==> src/rtl/rst_seq_pkg.sv <==
// Shared state encoding and default timing constants for the reset sequencer.
package rst_seq_pkg;

   typedef enum logic [1:0] {
      S_IDLE,
      S_CLK_ON,
      S_RELEASE,
      S_RUN
   } rst_seq_state_e;

   localparam int N_DOM_DEF    = 4;
   localparam int CNT_W_DEF    = 8;
   localparam int CLK_PRE_DEF  = 4;
   localparam int RST_GAP_DEF  = 8;
   localparam int WDOG_CYC_DEF = 64;

endpackage

==> src/rtl/rst_seq_timer.sv <==
// Loadable down-counter that stops at zero; paces both the clock pre-run and the release gaps.
module rst_seq_timer
   import rst_seq_pkg::*;
#(
   parameter int CNT_W = CNT_W_DEF
) (
   input  logic             clk,
   input  logic             rst_async,
   input  logic             load,
   input  logic [CNT_W-1:0] val,
   output logic             zero
);

   logic [CNT_W-1:0] cnt;

   always_ff @(posedge clk or posedge rst_async) begin
      if (rst_async) begin
         cnt <= '0;
      end else if (load) begin
         cnt <= val;
      end else if (cnt != '0) begin
         cnt <= cnt - 1'b1;
      end
   end

   assign zero = (cnt == '0);

endmodule

==> src/rtl/rst_seq_ctrl.sv <==
// Per-domain clock-enable / reset sequencer with sleep handshake and software re-reset.
// Define RST_SEQ_WDOG_EN to build the per-domain sleep watchdog behind wdog_err.
module rst_seq_ctrl
   import rst_seq_pkg::*;
#(
   parameter int N_DOM    = N_DOM_DEF,
   parameter int CNT_W    = CNT_W_DEF,
   parameter int CLK_PRE  = CLK_PRE_DEF,
   parameter int RST_GAP  = RST_GAP_DEF,
   parameter int WDOG_CYC = WDOG_CYC_DEF
) (
   input  logic             clk,
   input  logic             rst_async,
   input  logic [N_DOM-1:0] dom_en_i,
   input  logic             sw_rst_req,
   input  logic [N_DOM-1:0] sleep_req,
   input  logic [N_DOM-1:0] dom_idle,
   output logic [N_DOM-1:0] cg_en,
   output logic [N_DOM-1:0] dom_rst,
   output logic [N_DOM-1:0] sleep_ack,
   output logic             seq_done,
   output logic             wdog_err
);

   localparam int IDX_W = (N_DOM > 1) ? $clog2(N_DOM) : 1;

   rst_seq_state_e   state;
   logic [N_DOM-1:0] mask;
   logic [IDX_W-1:0] ptr;
   logic             tmr_load;
   logic [CNT_W-1:0] tmr_val;
   logic             tmr_zero;
   logic [IDX_W:0]   first_res;
   logic [IDX_W:0]   after_first_res;
   logic [IDX_W:0]   after_ptr_res;

   // Lowest enabled domain at or above 'start'; MSB of the result flags a hit.
   function automatic logic [IDX_W:0] find_from(input logic [N_DOM-1:0] m, input int start);
      logic [IDX_W:0] res;
      res = '0;
      for (int i = N_DOM - 1; i >= 0; i--) begin
         if (m[i] && i >= start) res = {1'b1, IDX_W'(i)};
      end
      return res;
   endfunction

   always_comb begin
      first_res       = find_from(mask, 0);
      after_first_res = find_from(mask, int'(first_res[IDX_W-1:0]) + 1);
      after_ptr_res   = find_from(mask, int'(ptr) + 1);
   end

   // The pre-run count is loaded on the IDLE edge; each expiry reloads the gap.
   always_comb begin
      tmr_load = 1'b0;
      tmr_val  = CNT_W'(CLK_PRE - 1);
      case (state)
         S_IDLE: tmr_load = 1'b1;
         S_CLK_ON, S_RELEASE: begin
            if (tmr_zero) begin
               tmr_load = 1'b1;
               tmr_val  = CNT_W'(RST_GAP - 1);
            end
         end
         default: ;
      endcase
   end

   rst_seq_timer #(.CNT_W(CNT_W)) u_timer (
      .clk       (clk),
      .rst_async (rst_async),
      .load      (tmr_load),
      .val       (tmr_val),
      .zero      (tmr_zero)
   );

   always_ff @(posedge clk or posedge rst_async) begin
      if (rst_async) begin
         state     <= S_IDLE;
         mask      <= '0;
         ptr       <= '0;
         cg_en     <= '0;
         dom_rst   <= '1;
         sleep_ack <= '0;
         seq_done  <= 1'b0;
      end else begin
         case (state)
            S_IDLE: begin
               mask    <= dom_en_i;
               cg_en   <= dom_en_i;
               dom_rst <= '1;
               state   <= S_CLK_ON;
            end
            S_CLK_ON: begin
               if (tmr_zero) begin
                  if (first_res[IDX_W]) begin
                     dom_rst[first_res[IDX_W-1:0]] <= 1'b0;
                  end
                  if (first_res[IDX_W] && after_first_res[IDX_W]) begin
                     ptr   <= after_first_res[IDX_W-1:0];
                     state <= S_RELEASE;
                  end else begin
                     seq_done <= 1'b1;
                     state    <= S_RUN;
                  end
               end
            end
            S_RELEASE: begin
               if (tmr_zero) begin
                  dom_rst[ptr] <= 1'b0;
                  if (after_ptr_res[IDX_W]) begin
                     ptr <= after_ptr_res[IDX_W-1:0];
                  end else begin
                     seq_done <= 1'b1;
                     state    <= S_RUN;
                  end
               end
            end
            S_RUN: begin
               if (sw_rst_req) begin
                  dom_rst   <= '1;
                  sleep_ack <= '0;
                  seq_done  <= 1'b0;
                  cg_en     <= mask;
                  state     <= S_IDLE;
               end else begin
                  // Gate and ack together; on wake the clock returns before the ack drops.
                  for (int i = 0; i < N_DOM; i++) begin
                     if (mask[i]) begin
                        if (!sleep_ack[i]) begin
                           if (sleep_req[i] && dom_idle[i]) begin
                              cg_en[i]     <= 1'b0;
                              sleep_ack[i] <= 1'b1;
                           end
                        end else if (!cg_en[i]) begin
                           if (!sleep_req[i]) cg_en[i] <= 1'b1;
                        end else begin
                           sleep_ack[i] <= 1'b0;
                        end
                     end
                  end
               end
            end
            default: state <= S_IDLE;
         endcase
      end
   end

`ifdef RST_SEQ_WDOG_EN
   logic [CNT_W-1:0] wdog_cnt [N_DOM];

   // A pending sleep request whose domain never goes idle trips the sticky flag.
   always_ff @(posedge clk or posedge rst_async) begin
      if (rst_async) begin
         for (int i = 0; i < N_DOM; i++) wdog_cnt[i] <= '0;
         wdog_err <= 1'b0;
      end else begin
         for (int i = 0; i < N_DOM; i++) begin
            if (state == S_RUN && mask[i] && sleep_req[i] && !sleep_ack[i] && !dom_idle[i]) begin
               if (wdog_cnt[i] == CNT_W'(WDOG_CYC - 1)) begin
                  wdog_err <= 1'b1;
               end else begin
                  wdog_cnt[i] <= wdog_cnt[i] + 1'b1;
               end
            end else if (state != S_RUN || !sleep_req[i] || sleep_ack[i]) begin
               wdog_cnt[i] <= '0;
            end
         end
      end
   end
`else
   // Constant zero; the expression keeps WDOG_CYC referenced in this build.
   assign wdog_err = (WDOG_CYC < 0);
`endif

endmodule

==> config.mk <==
export PLATFORM = sky130hd
export DESIGN_NAME = rst_seq_ctrl
export DESIGN_NICKNAME = d
export VERILOG_FILES = /design/src/rtl/rst_seq_pkg.sv /design/src/rtl/rst_seq_timer.sv /design/src/rtl/rst_seq_ctrl.sv
export SDC_FILE = /design/constraint.sdc
export NUM_CORES = 1
export LEC_CHECK = 0
export CAP_MARGIN = 20
export CORE_MARGIN = 10
export CORE_UTILIZATION = 28
export DETAILED_ROUTE_END_ITERATION = 16
export GPL_TIMING_DRIVEN = 0
export HOLD_SLACK_MARGIN = 0.02
export PLACE_DENSITY = 0.59
export SLEW_MARGIN = 20
export SYNTH_ARGS = -nofsm -noshare
export SYNTH_HDL_FRONTEND = slang
export SYNTH_HIERARCHICAL = 1
export SYNTH_SLANG_ARGS = --single-unit
==> constraint.sdc <==
create_clock -name clk -period 2.75 [get_ports clk]
set_clock_uncertainty 0.2 [all_clocks]
set_input_delay 0.275 -clock clk [delete_from_list [all_inputs] [get_ports clk]]
set_output_delay 0.275 -clock clk [all_outputs]
set_load 0.05 [all_outputs]
==> qor.yml <==
critical_path:
  crit_type: "flop to flop"
  worstPathArrival_ps: 2610
  critPathLaunchType: "flop"
  cpLargestDelayFamily: "simple AND/OR/NAND/NOR gates"
  r2r-start: "u_timer/cnt[1]"
  cp_cell_sequence: "inv_1 -> ha_4 -> or4b_1 -> buf_4 -> nor2_4 -> and2_1 -> nor2_1 -> nor2_1 -> buf_4 -> nor3_1 -> a221o_1"
  critical-path-max-stage-delay_ps: 450
  crit_buf_inv: 3
  path_max_fanout: 8
  cp_slowest_cell: "or4b_1"
  required_ps: 2720
  end_kind: "flop"
  worstSetupStartpoint: "u_timer/cnt[1]"
floorplan:
  row_count: 30
  start_util_pct: 28.78
  die_x_um: 103.3
  ios: 29
  die_h_um: 103.3
  dieArea_sq_um: 10680
  coreArea_sq_um: 6756
cts:
  cts_hold_buf: 0
  numClockSinks: 29
  numCtsBuffers: 5
  htree_levels: 2
  cts_root_buf: "clkbuf_8"
  clk_latency_ps: 290
  cts.path.max_buffers: 2
  path_clk_slew_ps: 70
  cts_tree: "yes"
route:
  drc: 0
  post_drt_via_cell_ratio: 5.031
  first_iter_violations: 59
  via_count: 1771
  wl_mm: 4.827
  antenna_left: 0
  wl_per_cell_um: 13.71
  dr.pass1.iters: 4
logic_synthesis:
  syn_inst: 228
  async_reset_ff_share_pct: 100.0
  mappedNetlistArea_sq_um: 1944
  synth_cell_types: 58
  synth-warning-count: 6
  syn_area_per_cell_sq_um: 8.528
  yosys_most_used_dff: "dfrtp_1"
  yosysSeqAreaShare_pct: 37.58
  synth_edf_count: 0
  synth-seq-cells: 29
timing:
  relSlewSlack_pct: 42.70
  post-route-min-period_ps: 2638
  min_period_over_period_pct: 95.94
  fmax_mhz: 379.0
  worst_pin_slew_ps: 858.6
  slew_viol_final: 0
  hold_viol_final: 0
  setup_viol: 0
global_routing:
  first_global_vias: 1693
  grt_pass1_wl_mm: 7.928
  top_usage_layer: "met2"
  grt_remaining_overflow: 0
  use_met3_pct: 3.189
  use_met2_pct: 14.14
  grt.met1_usage_pct: 11.76
  grt_usage_pct: 9.391
  antenna_found_initial: 0
  grt_max_degree: 22
cells_and_area:
  drive_above_1_share_pct: 15.07
  synthToLayoutAreaGrowth_pct: 29.09
  antennaDiodeCount: 0
  nNetsFinal: 291
  utilization_pct: 37.15
status:
  status: "finished clean"
power:
  cellPowerDensity_nw_per_um2: 379.6
  p_leak_nw: 1.079
  power.total_mw: 0.9528
  ir_drop_mv: 0.1462
placed_design:
  routabilityCongestion: 0.8084
  dpl.hpwl_mm: 3.545
  port_buffers: 27
hold_path:
  hp-class: "input pin to asynchronous set/reset pin"
job:
  maxCapViolCount: 0
cell usage after synthesis (all sizes together), types with 2 or more instances:
library cell / n / area [sq um]
dfrtp: 25 / 625.6
o21ai: 22 / 117.6
inv: 19 / 71.31
nand2: 19 / 71.32
nor2: 19 / 78.83
a21oi: 15 / 75.07
buf: 10 / 67.56
a31oi: 7 / 43.79
nor3: 6 / 30.03
ha: 5 / 62.56
nand2b: 5 / 31.28
clkbuf: 4 / 15.01
dfstp: 4 / 105.1
mux2: 4 / 48.79
nor2b: 4 / 25.02
o211ai: 4 / 30.03
o22ai: 4 / 25.02
o31ai: 4 / 30.03
a41oi: 3 / 26.28
and2: 3 / 18.77
mux2i: 3 / 30.03
a211oi: 2 / 15.01
a21o: 2 / 15.01
a221o: 2 / 20.02
and3: 2 / 12.51
conb: 2 / 7.510
nand3: 2 / 15.01
nor4b: 2 / 17.52
o22a: 2 / 17.52
o311ai: 2 / 17.52
o41ai: 2 / 17.52
or2: 2 / 12.51
xnor2: 2 / 17.52
cell usage in the layout (no fill, tap or decap), types with 4 or more instances in the layout:
cell             instances
nand2_1                 19
a21oi_1                 14
conb_1                   8
o21ai_1                  6
buf_4                    8
nor3_1                   6
dfstp_2                  4
o211ai_1                 4
o21ai_0                 14
clkbuf_8                 5
a31oi_1                  7
o22ai_1                  4
o31ai_1                  4
ha_1                     4
clkdlybuf4s50_1         27
inv_1                   17
nand2b_1                 5
dfrtp_1                 25
nor2_1                  16
nor2b_1                  4
through the flow:
stage | setup TNS (ps) | area, sq um | hold WS [ps] | setup slack, ps | instances
final | 0 | 2510 | 75.41 | 111.7 | 352
after global routing | -82.72 | 2510 | 104.9 | -52.74 | 352
after CTS | 0 | 2465 | 80.87 | 5.404 | 349
after detailed placement | -2414 | 2337 | 277.8 | -396.6 | 341
after global placement | -2580 | 2337 | 266.8 | -427.5 | 341
after floorplan | 0 | 1967 | -109.3 | 28.99 | 234
report_power, final:
group	switching, mW	leakage, nW	internal (mW)	total, mW
clock	0.188	0.0543	0.271	0.459
sequential	0.00212	0.334	0.429	0.431
combinational	0.0338	0.691	0.0290	0.0627
path summary, 6_finish.rpt:
path | cells after the start | slack (ps) | to
setup / recovery | 11 | 110 | u_timer/cnt[7]
hold / removal | 2 | 80 | u_timer/cnt[7]
setup reg to reg | 11 | 110 | u_timer/cnt[7]
hold reg to reg | 2 | 280 | dom_rst[1]
max in group asynchronous | 2 | 1510 | seq_done
min in group clk | 2 | 280 | dom_rst[1]
layout make-up:
type | count | area, sq um
Clock inverter | 3 | 46.29
Clock buffer | 5 | 68.82
Timing Repair Buffer | 30 | 292.8
Multi-Input combinational cell | 172 | 1104
Sequential cell | 29 | 730.7
Fill cell | 695 | 4247
Tap cell | 80 | 100.1
Buffer | 14 | 96.34
Inverter | 19 | 71.32
registers in the layout (all words and copies together) (netlist names):
signal,count
seq_done,1
u_timer/cnt,8
sleep_ack,4
state,2
ptr,2
cg_en,4
dom_rst,4
mask,4
repair_timing:
| action | CTS | global route |
|---|---|---|
| gates resized for setup | 5 | 9 |
| endpoints found under the setup margin | 10 | 9 |
| pin swaps | 1 | 2 |
| buffers inserted | 0 | 3 |
routing by layer:
metal	part of all wire, %	wire (um)
met5	0	0
met3	5.3	258
met1	48	2308
met2	45	2169
met4	1.9	91
logic make-up (layout without fill, tap and decap cells):
logic type,after synthesis,after routing,synth area share [%]
xor gates and xnor gates,2,2,0.9011
other,2,8,0.3862
muxes,7,7,4.054
DFF,29,29,37.58
buffers and inverters,33,71,7.914
adders and majority gates,5,5,3.218
and+or+nand+nor,71,71,18.92
AOI/OAI and AO/OA,79,79,27.03
Power figures use the tool's default switching activity.
